--- config.mk ---
export PLATFORM = sky130hd
export DESIGN_NAME = ex_mem_stage
export DESIGN_NICKNAME = d
export VERILOG_FILES = /design/src/rtl/ex_mem_pkg.sv /design/src/rtl/ex_mem_lane_gen.sv /design/src/rtl/ex_mem_stage.sv
export SDC_FILE = /design/constraint.sdc
export NUM_CORES = 1
export LEC_CHECK = 0
export ABC_CLOCK_PERIOD_IN_PS = 2610
export BUFFER_PORTS_ARGS = -buffer_cell sky130_fd_sc_hd__buf_2
export CAP_MARGIN = 0
export CELL_PAD_IN_SITES_DETAIL_PLACEMENT = 1
export CELL_PAD_IN_SITES_GLOBAL_PLACEMENT = 1
export CORE_UTILIZATION = 35
export CTS_BUF_LIST = sky130_fd_sc_hd__clkbuf_4
export CTS_CLUSTER_SIZE = 8
export DETAILED_ROUTE_END_ITERATION = 7
export PLACE_DENSITY_LB_ADDON = 0.05
export SLEW_MARGIN = 10
export SYNTH_ARGS = -nofsm -noshare
export SYNTH_HDL_FRONTEND = slang
export SYNTH_SLANG_ARGS = --single-unit
export TNS_END_PERCENT = 20
--- constraint.sdc ---
create_clock -name clk -period 2.61 [get_ports clk]
set_clock_uncertainty 0.2 [all_clocks]
set_input_delay 0.261 -clock clk [delete_from_list [all_inputs] [get_ports clk]]
set_output_delay 0.261 -clock clk [all_outputs]
set_load 0.05 [all_outputs]
--- src/rtl/ex_mem_pkg.sv ---
// Shared types for the elastic EX->MEM stage: slot state, access sizes and the held entry.
// Byte-lane fields are only meaningful when EX_MEM_STAGE_BYTE_LANE_EN is defined.
package ex_mem_pkg;

  typedef enum logic [1:0] {
    EMPTY = 2'b00,
    FULL  = 2'b01,
    SKID  = 2'b10
  } state_t;

  localparam logic [1:0] SZ_B = 2'b00;
  localparam logic [1:0] SZ_H = 2'b01;
  localparam logic [1:0] SZ_W = 2'b10;
  localparam logic [1:0] SZ_D = 2'b11;

  localparam int MAX_XLEN = 64;
  localparam int MAX_BE   = MAX_XLEN / 8;
  localparam int MAX_AW   = 8;

  // Sized for the widest legal build; narrower builds leave the upper bits at zero.
  typedef struct packed {
    logic [MAX_XLEN-1:0] alu;
    logic [MAX_XLEN-1:0] rd2;
    logic [MAX_AW-1:0]   a3;
    logic [2:0]          funct3;
    logic                regwrite;
    logic                memtoreg;
    logic                memwrite;
    logic [MAX_BE-1:0]   be;
    logic                misaligned;
  } payload_t;

  // A double access on a 32-bit datapath is treated as a word.
  function automatic int size_bytes(input logic [1:0] sz, input int xlen);
    case (sz)
      SZ_B:    return 1;
      SZ_H:    return 2;
      SZ_W:    return 4;
      default: return (xlen == 64) ? 8 : 4;
    endcase
  endfunction

endpackage

--- src/rtl/ex_mem_lane_gen.sv ---
// Combinational store byte-enable, lane-aligned write data and misalignment detection.
// Instantiated by ex_mem_stage only when EX_MEM_STAGE_BYTE_LANE_EN is defined.
module ex_mem_lane_gen
  import ex_mem_pkg::*;
#(
  parameter  int XLEN = 32,
  localparam int BW   = XLEN / 8,
  localparam int OW   = $clog2(BW)
) (
  input  logic [OW-1:0]   offset,
  input  logic [1:0]      size,
  input  logic [XLEN-1:0] data,
  output logic [BW-1:0]   be,
  output logic [XLEN-1:0] wdata,
  output logic            misaligned
);

  int nbytes;

  // Replicating the low bytes across every lane equals a shift by the offset in the enabled lanes.
  always_comb begin
    nbytes     = size_bytes(size, XLEN);
    misaligned = (int'(offset) % nbytes) != 0;
    be         = misaligned ? '0 : (BW'((1 << nbytes) - 1) << offset);
    wdata      = '0;
    for (int i = 0; i < BW; i++) begin
      wdata[8*i +: 8] = data[8*(i % nbytes) +: 8];
    end
  end

endmodule

--- src/rtl/ex_mem_stage.sv ---
// Elastic EX->MEM register with a one-entry skid buffer, synchronous flush and registered in_ready.
// Define EX_MEM_STAGE_BYTE_LANE_EN to generate store byte lanes and misalignment on the input side.
module ex_mem_stage
  import ex_mem_pkg::*;
#(
  parameter int XLEN   = 32,
  parameter int REG_AW = 5
) (
  input  logic              clk,
  input  logic              rst_n,
  input  logic              flush,
  input  logic              in_valid,
  output logic              in_ready,
  input  logic [XLEN-1:0]   alu_exmem_in,
  input  logic [XLEN-1:0]   RD2_exmem_in,
  input  logic [REG_AW-1:0] A3_exmem_in,
  input  logic [2:0]        funct3_exmem_in,
  input  logic              RegWriteE,
  input  logic              MemtoRegE,
  input  logic              MemWriteE,
  output logic              out_valid,
  input  logic              out_ready,
  output logic [XLEN-1:0]   alu_exmem_out,
  output logic [XLEN-1:0]   RD2_exmem_out,
  output logic [REG_AW-1:0] A3_exmem_out,
  output logic [2:0]        funct3_exmem_out,
  output logic              RegWriteM,
  output logic              MemtoRegM,
  output logic              MemWriteM,
  output logic [XLEN/8-1:0] be_out,
  output logic              misaligned_out
);

  localparam int BW = XLEN / 8;
  localparam int OW = $clog2(BW);

  state_t        state, next_state;
  payload_t      main_q, skid_q, in_pl;
  logic          in_ready_q;
  logic          accept, consume, valid;
  logic [BW-1:0]   be_gen;
  logic [XLEN-1:0] wdata_gen;
  logic            mis_gen;

`ifdef EX_MEM_STAGE_BYTE_LANE_EN
  ex_mem_lane_gen #(.XLEN(XLEN)) u_lane_gen (
    .offset     (alu_exmem_in[OW-1:0]),
    .size       (funct3_exmem_in[1:0]),
    .data       (RD2_exmem_in),
    .be         (be_gen),
    .wdata      (wdata_gen),
    .misaligned (mis_gen)
  );
`else
  assign be_gen    = '1;
  assign wdata_gen = RD2_exmem_in;
  assign mis_gen   = 1'b0;
`endif

  assign valid   = (state != EMPTY);
  assign accept  = in_valid && in_ready_q;
  assign consume = valid && out_ready;

  // A misaligned entry is stored with its write suppressed so it can never reach memory.
  always_comb begin
    in_pl            = '0;
    in_pl.alu        = MAX_XLEN'(alu_exmem_in);
    in_pl.rd2        = MAX_XLEN'(wdata_gen);
    in_pl.a3         = MAX_AW'(A3_exmem_in);
    in_pl.funct3     = funct3_exmem_in;
    in_pl.regwrite   = RegWriteE;
    in_pl.memtoreg   = MemtoRegE;
    in_pl.memwrite   = MemWriteE && !mis_gen;
    in_pl.be         = MAX_BE'(be_gen);
    in_pl.misaligned = mis_gen;
  end

  always_ff @(posedge clk or negedge rst_n) begin
    if (!rst_n) begin
      state      <= EMPTY;
      in_ready_q <= 1'b1;
    end else begin
      state      <= next_state;
      in_ready_q <= (next_state != SKID);
    end
  end

  always_comb begin
    next_state = state;
    if (flush) begin
      next_state = EMPTY;
    end else begin
      case (state)
        EMPTY:   if (accept) next_state = FULL;
        FULL: begin
          if (accept && !consume)      next_state = SKID;
          else if (!accept && consume) next_state = EMPTY;
        end
        SKID:    if (consume) next_state = FULL;
        default: next_state = EMPTY;
      endcase
    end
  end

  // Flush only empties the slots; MAIN keeps its contents so payload outputs hold their last value.
  always_ff @(posedge clk or negedge rst_n) begin
    if (!rst_n) begin
      main_q <= '0;
      skid_q <= '0;
    end else if (!flush) begin
      case (state)
        EMPTY: if (accept) main_q <= in_pl;
        FULL: begin
          if (accept && consume) main_q <= in_pl;
          else if (accept)       skid_q <= in_pl;
        end
        SKID:  if (consume) main_q <= skid_q;
        default: ;
      endcase
    end
  end

  always_comb begin
    in_ready         = in_ready_q;
    out_valid        = valid;
    alu_exmem_out    = main_q.alu[XLEN-1:0];
    RD2_exmem_out    = main_q.rd2[XLEN-1:0];
    A3_exmem_out     = main_q.a3[REG_AW-1:0];
    funct3_exmem_out = main_q.funct3;
    RegWriteM        = main_q.regwrite && valid;
    MemtoRegM        = main_q.memtoreg;
    MemWriteM        = main_q.memwrite && valid;
    be_out           = main_q.be[BW-1:0];
    misaligned_out   = main_q.misaligned;
  end

  logic unused_slot_bits;
  assign unused_slot_bits = ^{main_q, skid_q};

endmodule

==> flow_summary_export.csv, run 1 <==
group,metric,value,unit
synth,ys_warn_count,0,
detailed_routing,route.vias.total,4926,
die,coreArea,19780,um^2
final_layout,seq_area,3880,um^2
die,die-area,21030,um^2
synth,synth_mux_area_share,22.43,%
synth,yosys.area_share.adder,0,%
final_layout,area_growth_syn_to_layout,22.48,%
timing,tns,0,ns
timing,hold_violations,0,
detailed_routing,remaining_drc_errors,0,
final_layout,final_area,8767,um^2
global_route,grt_pass1_wl,29730,um
worst_setup_path,rrSetupSlack,0.30,ns
synth,syn_area,7158,um^2
timing,max_freq,0.4331,GHz
die,die_w,145.0,um
synth,synth-seq-area-share,54.20,%
final_layout,drive_gt1_share,37.15,%
timing,slew_headroom,46.99,%
clocking,numCtsBuffers,17,
timing,finalCritPeriodShare,88.47,%
worst_setup_path,critPathArrivalTime,2.57,ns
synth,synth_top_family_by_area,"multiplexers",
worst_hold_path,hp-class,"in -> async",
die,io_pins,162,
clocking,cts.sinks,155,
detailed_routing,drtIter0Drc,187,
place,port_buffers,160,
die,row_count,51,
final_layout,instances_no_fill,1026,
synth,synth_area_leaders,"dfrtp_1, mux2_2, mux2i_1",
global_route,overflow,0,
final_layout,multi_input_area,2492,um^2
job,drv_cap,0,
detailed_routing,antenna_left,0,
synth,syn-num-nets,677,
pwr,ir_worst_vdd,332.0,uV
detailed_routing,via_per_inst,4.801,
synth,ys_ff_latch,155,
synth,synth-xor-area-share,0,%
worst_setup_path,startpoint_type,"flop",
timing,slew_violations,0,
timing,rsz0062_at_grt,"false",
timing,setup_violations,0,
worst_setup_path,worst-setup-path-type,"reg -> reg",
timing,setup_ws,0.3010,ns
worst_setup_path,crit_required,2.87,ns
outcome,status,"finished clean",
synth,synth-simple-area-share,1.259,%
clocking,path_clk_slew,0.12,ns
clocking,cts_hold_buf,78,
global_route,grt_max_degree,76,
die,die_y,145.0,um
place,place_area,7692,um^2
place,place_congestion,0.6697,
global_route,track_usage,18.03,%
synth,syn_inst,597,
place,post-dp-hpwl,10790,um
clocking,clock_latency,0.54,ns
final_layout,final_core_util,44.32,%
synth,yosys.area.top_type,"dfrtp_1",
die,initial_core_util,36.19,%
clocking,cts_tree,"built",
pwr,powerDensity,780.3,nW/um^2
worst_setup_path,critPathMaxFanout,34,
clocking,cts_buffer_depth,2,
pwr,finalPower,6.841,mW
final_layout,fillers,2176,
place,dp.cells,914,
timing,tightestPinTransition,0.7952,ns
detailed_routing,wire_per_inst,17.34,um
synth,yosysTopAreaCellShare,53.84,%
place,dp_slack,0.2862,ns
clocking,root_buffer,"clkbuf_4",
final_layout,nets,826,
clocking,h-tree-depth,4,
synth,syn_area_per_cell,11.99,um^2
global_route,grt_pass1_vias,5531,
global_route,antenna_found_initial,1,
timing,fin_hold_ws,0.07666,ns
detailed_routing,totalWireLength,17800,um
clocking,cts_setup_buffers,0,
synth,yosysUniqueCellTypes,24,
pwr,power_leakage,4.436,nW
worst_setup_path,crit_path_end_kind,"flop",
timing,period_needed,2.309,ns
clocking,post_cts_resized,0,
synth,synth_compound_area_share,10.96,%
detailed_routing,dr.pass1.iters,4,
-- final timing paths --
check / cells past startpoint / to / startpoint
max reg2reg: 5 / alu_exmem_out[13]$_DFFE_PN0P_ / in_ready$_DFF_PN1_
min reg2reg: 1 / skid_q[1]$_DFFE_PN0P_ / skid_q[1]$_DFFE_PN0P_
min: 2 / skid_q[37]$_DFFE_PN0P_ / rst_n
max: 5 / alu_exmem_out[13]$_DFFE_PN0P_ / in_ready$_DFF_PN1_
min in group clk: 5 / state[0]$_DFF_PN0_ / in_valid
max in group asynchronous: 3 / A3_exmem_out[3]$_DFFE_PN0P_ / rst_n
-- area by class of cell --
class                           count  share of cell area (%)
Clock buffer                       18                   1.541
Sequential cell                   155                   44.26
Clock inverter                     14                   1.755
Timing Repair Buffer              249                   20.05
Multi-Input combinational cell    320                   28.43
Antenna cell                        2                 0.05709
Tap cell                          265                   3.782
Inverter                            3                  0.1284
-- cell usage after synthesis --
cell      count
buf_2        14
nor2_1        3
or2_2         1
buf_4        81
dfstp_2       1
a22oi_1       1
dfrtp_1     154
o21a_1        1
o22a_1        1
conb_1        1
clkbuf_1     22
mux2i_1      76
nor2b_1       3
o21ai_1      39
nor4b_4       1
inv_1         3
or2_1         1
o32a_1        1
mux2_2       75
buf_6         2
o21ai_0     111
nor3_1        2
nand2_1       2
nand2b_1      1
-- worst max-delay path, cell delays in order (launching register included) --
cell and delay [ns]:
dfstp_2 0.55, nand2_1 0.13, o32a_2 0.41, or2_2 0.48
buf_12 0.26, o21ai_0 0.18
-- placed cells by master, fill, tap and decap left out --
cell type | Yosys | routed
nand2b_4 | 0 | 1
nor4b_4 | 1 | 1
clkinv_4 | 0 | 1
diode_2 | 0 | 2
o21ai_0 | 111 | 111
o32a_2 | 0 | 1
buf_2 | 14 | 159
nor2_1 | 3 | 3
dfrtp_1 | 154 | 154
buf_4 | 81 | 4
nand2_1 | 2 | 2
o21a_1 | 1 | 1
clkinv_2 | 0 | 5
clkinv_1 | 0 | 2
buf_12 | 0 | 7
dlygate4sd3_1 | 0 | 78
nor2b_1 | 3 | 3
buf_6 | 2 | 1
mux2_2 | 75 | 75
a22oi_1 | 1 | 1
o22a_1 | 1 | 1
mux2i_1 | 76 | 76
conb_1 | 1 | 1
bufinv_16 | 0 | 3
clkbuf_4 | 0 | 18
inv_1 | 3 | 3
nor3_1 | 2 | 2
or2_2 | 1 | 2
clkinvlp_4 | 0 | 3
o21ai_1 | 39 | 39
dfstp_2 | 1 | 1
-- where the power goes --
part | switching [mW] | leakage [nW] | internal [mW]
registers | 0.289 | 1.91 | 2.98
clock network | 0.856 | 0.152 | 0.660
logic | 1.34 | 2.37 | 0.714
-- per-layer routing --
layer	global-route usage (%)	wire [um]	vias up
met5	0	0	-
met4	6.117	263	0
met3	4.717	816	16
met2	29.88	8639	111
met1	22.67	8076	2476
li1	-	-	2323
-- registers in the layout, summed over array words and instances (netlist names) --
signal and count:
RD2_exmem_out 32, be_out 1, alu_exmem_out 32, funct3_exmem_out 3
state 2, MemtoRegM 1, in_ready 1, main_q 2
A3_exmem_out 5, skid_q 76
-- cell families (layout without fill, tap and decap cells) --
logic type | after synthesis | in the layout
other cells | 1 | 3
buf+inv | 122 | 284
compound gates | 154 | 154
mux | 151 | 151
flops | 155 | 155
simple gates | 14 | 14
(Power assumes the default switching activity.)
==> run 2: changes to the inputs <==
--- a/config.mk
+++ b/config.mk
@@ -10,6 +10,7 @@
 export CAP_MARGIN = 0
 export CELL_PAD_IN_SITES_DETAIL_PLACEMENT = 1
 export CELL_PAD_IN_SITES_GLOBAL_PLACEMENT = 1
+export CORE_ASPECT_RATIO = 1.75
 export CORE_UTILIZATION = 35
 export CTS_BUF_LIST = sky130_fd_sc_hd__clkbuf_4
 export CTS_CLUSTER_SIZE = 8
==> run 2 against run 1 <==
Via count is 0.89% higher. First-iteration DRC count is 33% lower. Hold slack better by 0.0027 ns. Die area is 0.11% higher. Critical path depth stayed put. Global-route usage is 0.084 points lower. Clock power is 6% higher. Combinational power hardly changed. Critical path type unchanged.
==> flow_summary_export.csv, run 2 (synthesis results as in run 1) <==
group,metric,value,unit
clocking,cts_setup_buffers,0,
worst_setup_path,r2r_start,"in_ready$_DFF_PN1_",
detailed_routing,wire_per_inst,17.52,um
worst_setup_path,crit_chain,"nand2_1 -> o32a_2 -> buf_4 -> o21ai_0 -> o21ai_0",
clocking,path_clk_slew,0.12,ns
global_route,grt_pass1_vias,5431,
clocking,cts_tree,"built",
final_layout,area_growth_syn_to_layout,22.32,%
detailed_routing,dr.pass1.iters,4,
detailed_routing,antenna_left,0,
final_layout,mostFrequentLayoutCell,"buf_2",
worst_setup_path,reg2regPathDepth,5,
die,initial_core_util,35.95,%
final_layout,final_cell_mix,"buf_2, dfrtp_1, o21ai_0",
final_layout,largest_reg_flops,76,
place,port_buffers,160,
worst_setup_path,crit_required,2.82,ns
detailed_routing,route.vias.total,4970,
worst_setup_path,worst-setup-path-type,"reg -> reg",
outcome,status,"finished clean",
worst_setup_path,slowest_stage,"dfstp_2",
clocking,root_buffer,"clkbuf_4",
place,post-dp-hpwl,11170,um
timing,finalCritPeriodShare,84.59,%
timing,slew_headroom,47.39,%
detailed_routing,totalWireLength,17660,um
timing,max_freq,0.4529,GHz
clocking,cts.sinks,155,
timing,setup_violations,0,
pwr,finalPower,6.927,mW
global_route,grt_max_degree,76,
job,drv_cap,0,
timing,period_needed,2.208,ns
detailed_routing,remaining_drc_errors,0,
place,place_area,7665,um^2
global_route,grt_pass1_wl,28410,um
worst_setup_path,rrSetupSlack,0.40,ns
timing,rsz0062_at_grt,"false",
detailed_routing,drtIter0Drc,126,
global_route,antenna_found_initial,1,
clocking,h-tree-depth,4,
timing,slew_violations,0,
pwr,power_leakage,4.456,nW
timing,setup_ws,0.4021,ns
timing,tightestPinTransition,0.7891,ns
timing,hold_violations,0,
final_layout,largest_register,"skid_q",
place,place_congestion,0.6853,
timing,fin_hold_ws,0.07935,ns
timing,tns,0,ns
worst_hold_path,hp-class,"in -> async",
final_layout,instances_no_fill,1008,
worst_setup_path,critPathMaxFanout,75,
worst_setup_path,startpoint_type,"flop",
final_layout,nets,829,
worst_setup_path,r2r-end,"alu_exmem_out[0]$_DFFE_PN0P_",
clocking,clock_latency,0.54,ns
pwr,powerDensity,791.1,nW/um^2
global_route,track_usage,17.94,%
die,io_pins,162,
final_layout,final_area,8756,um^2
die,coreArea,19910,um^2
global_route,overflow,0,
die,die_y,191.2,um
place,dp.cells,897,
place,dp_slack,0.3876,ns
final_layout,final_core_util,43.98,%
clocking,cts_buffer_depth,2,
clocking,post_cts_resized,0,
final_layout,drive_gt1_share,37.14,%
clocking,cts_hold_buf,78,
die,die_w,110.1,um
worst_setup_path,critPathArrivalTime,2.42,ns
detailed_routing,via_per_inst,4.931,
worst_setup_path,path_common_cell,"o21ai_0",
die,row_count,68,
die,die-area,21050,um^2
worst_setup_path,crit_path_end_kind,"flop",
clocking,numCtsBuffers,17,
pwr,ir_worst_vdd,365.5,uV
worst_setup_path,slowest_delay,0.55,ns
## run 2: cell count changes in the layout (fill, tap and decap cells not counted), sizes merged
| cell | change |
|---|---|
| buf | +3 |
| bufinv | +1 |
| clkbuf | +3 |
| clkinv | -1 |
| clkinvlp | -3 |
| diode | -1 |
## run 2: how the worst max path moves through the flow
| stage | start | endpoint | slack [ns] | cells after the start |
|---|---|---|---|---|
| global route | in_ready$_DFF_PN1_ | alu_exmem_out[0]$_DFFE_PN0P_ | 0.22 | 5 |
| CTS | in_ready$_DFF_PN1_ | alu_exmem_out[0]$_DFFE_PN0P_ | 0.37 | 5 |
| global placement | in_ready$_DFF_PN1_ | alu_exmem_out[15]$_DFFE_PN0P_ | 0.49 | 5 |
| floorplan | in_ready$_DFF_PN1_ | be_out[2]$_DFFE_PN0P_ | 0.40 | 6 |
| finish | in_ready$_DFF_PN1_ | alu_exmem_out[0]$_DFFE_PN0P_ | 0.40 | 5 |
| detailed placement | in_ready$_DFF_PN1_ | alu_exmem_out[0]$_DFFE_PN0P_ | 0.39 | 5 |
## run 2: critical path: cells and delay by family (launching register included)
family	cells	cell delay, ns
flops	1	0.55
buf+inv	1	0.37
simple gates	1	0.13
compound gates	3	0.81
## run 2: routing by layer
metal | track usage, % | routed length [um]
met5 | 0 | 0
met4 | 6.022 | 151
met3 | 4.194 | 779
met2 | 32.64 | 9545
met1 | 20.08 | 7181
## run 2: area by class of cell
type / count / area (um^2)
antenna: 1 / 2.502
sequential: 155 / 3880
clock inverter: 11 / 150.1
inverter: 3 / 11.26
clock buffer: 21 / 157.7
tap: 245 / 306.5
multi-input combinational: 320 / 2492
fill: 2182 / 11150
timing repair buffer: 252 / 1755
## run 2: report_power, final
group          internal (mW)  switching [mW]  leakage (nW)
clock                  0.787           0.822         0.171
combinational          0.710            1.33          2.38
sequential              2.98           0.300          1.91
total                   4.48            2.45          4.46
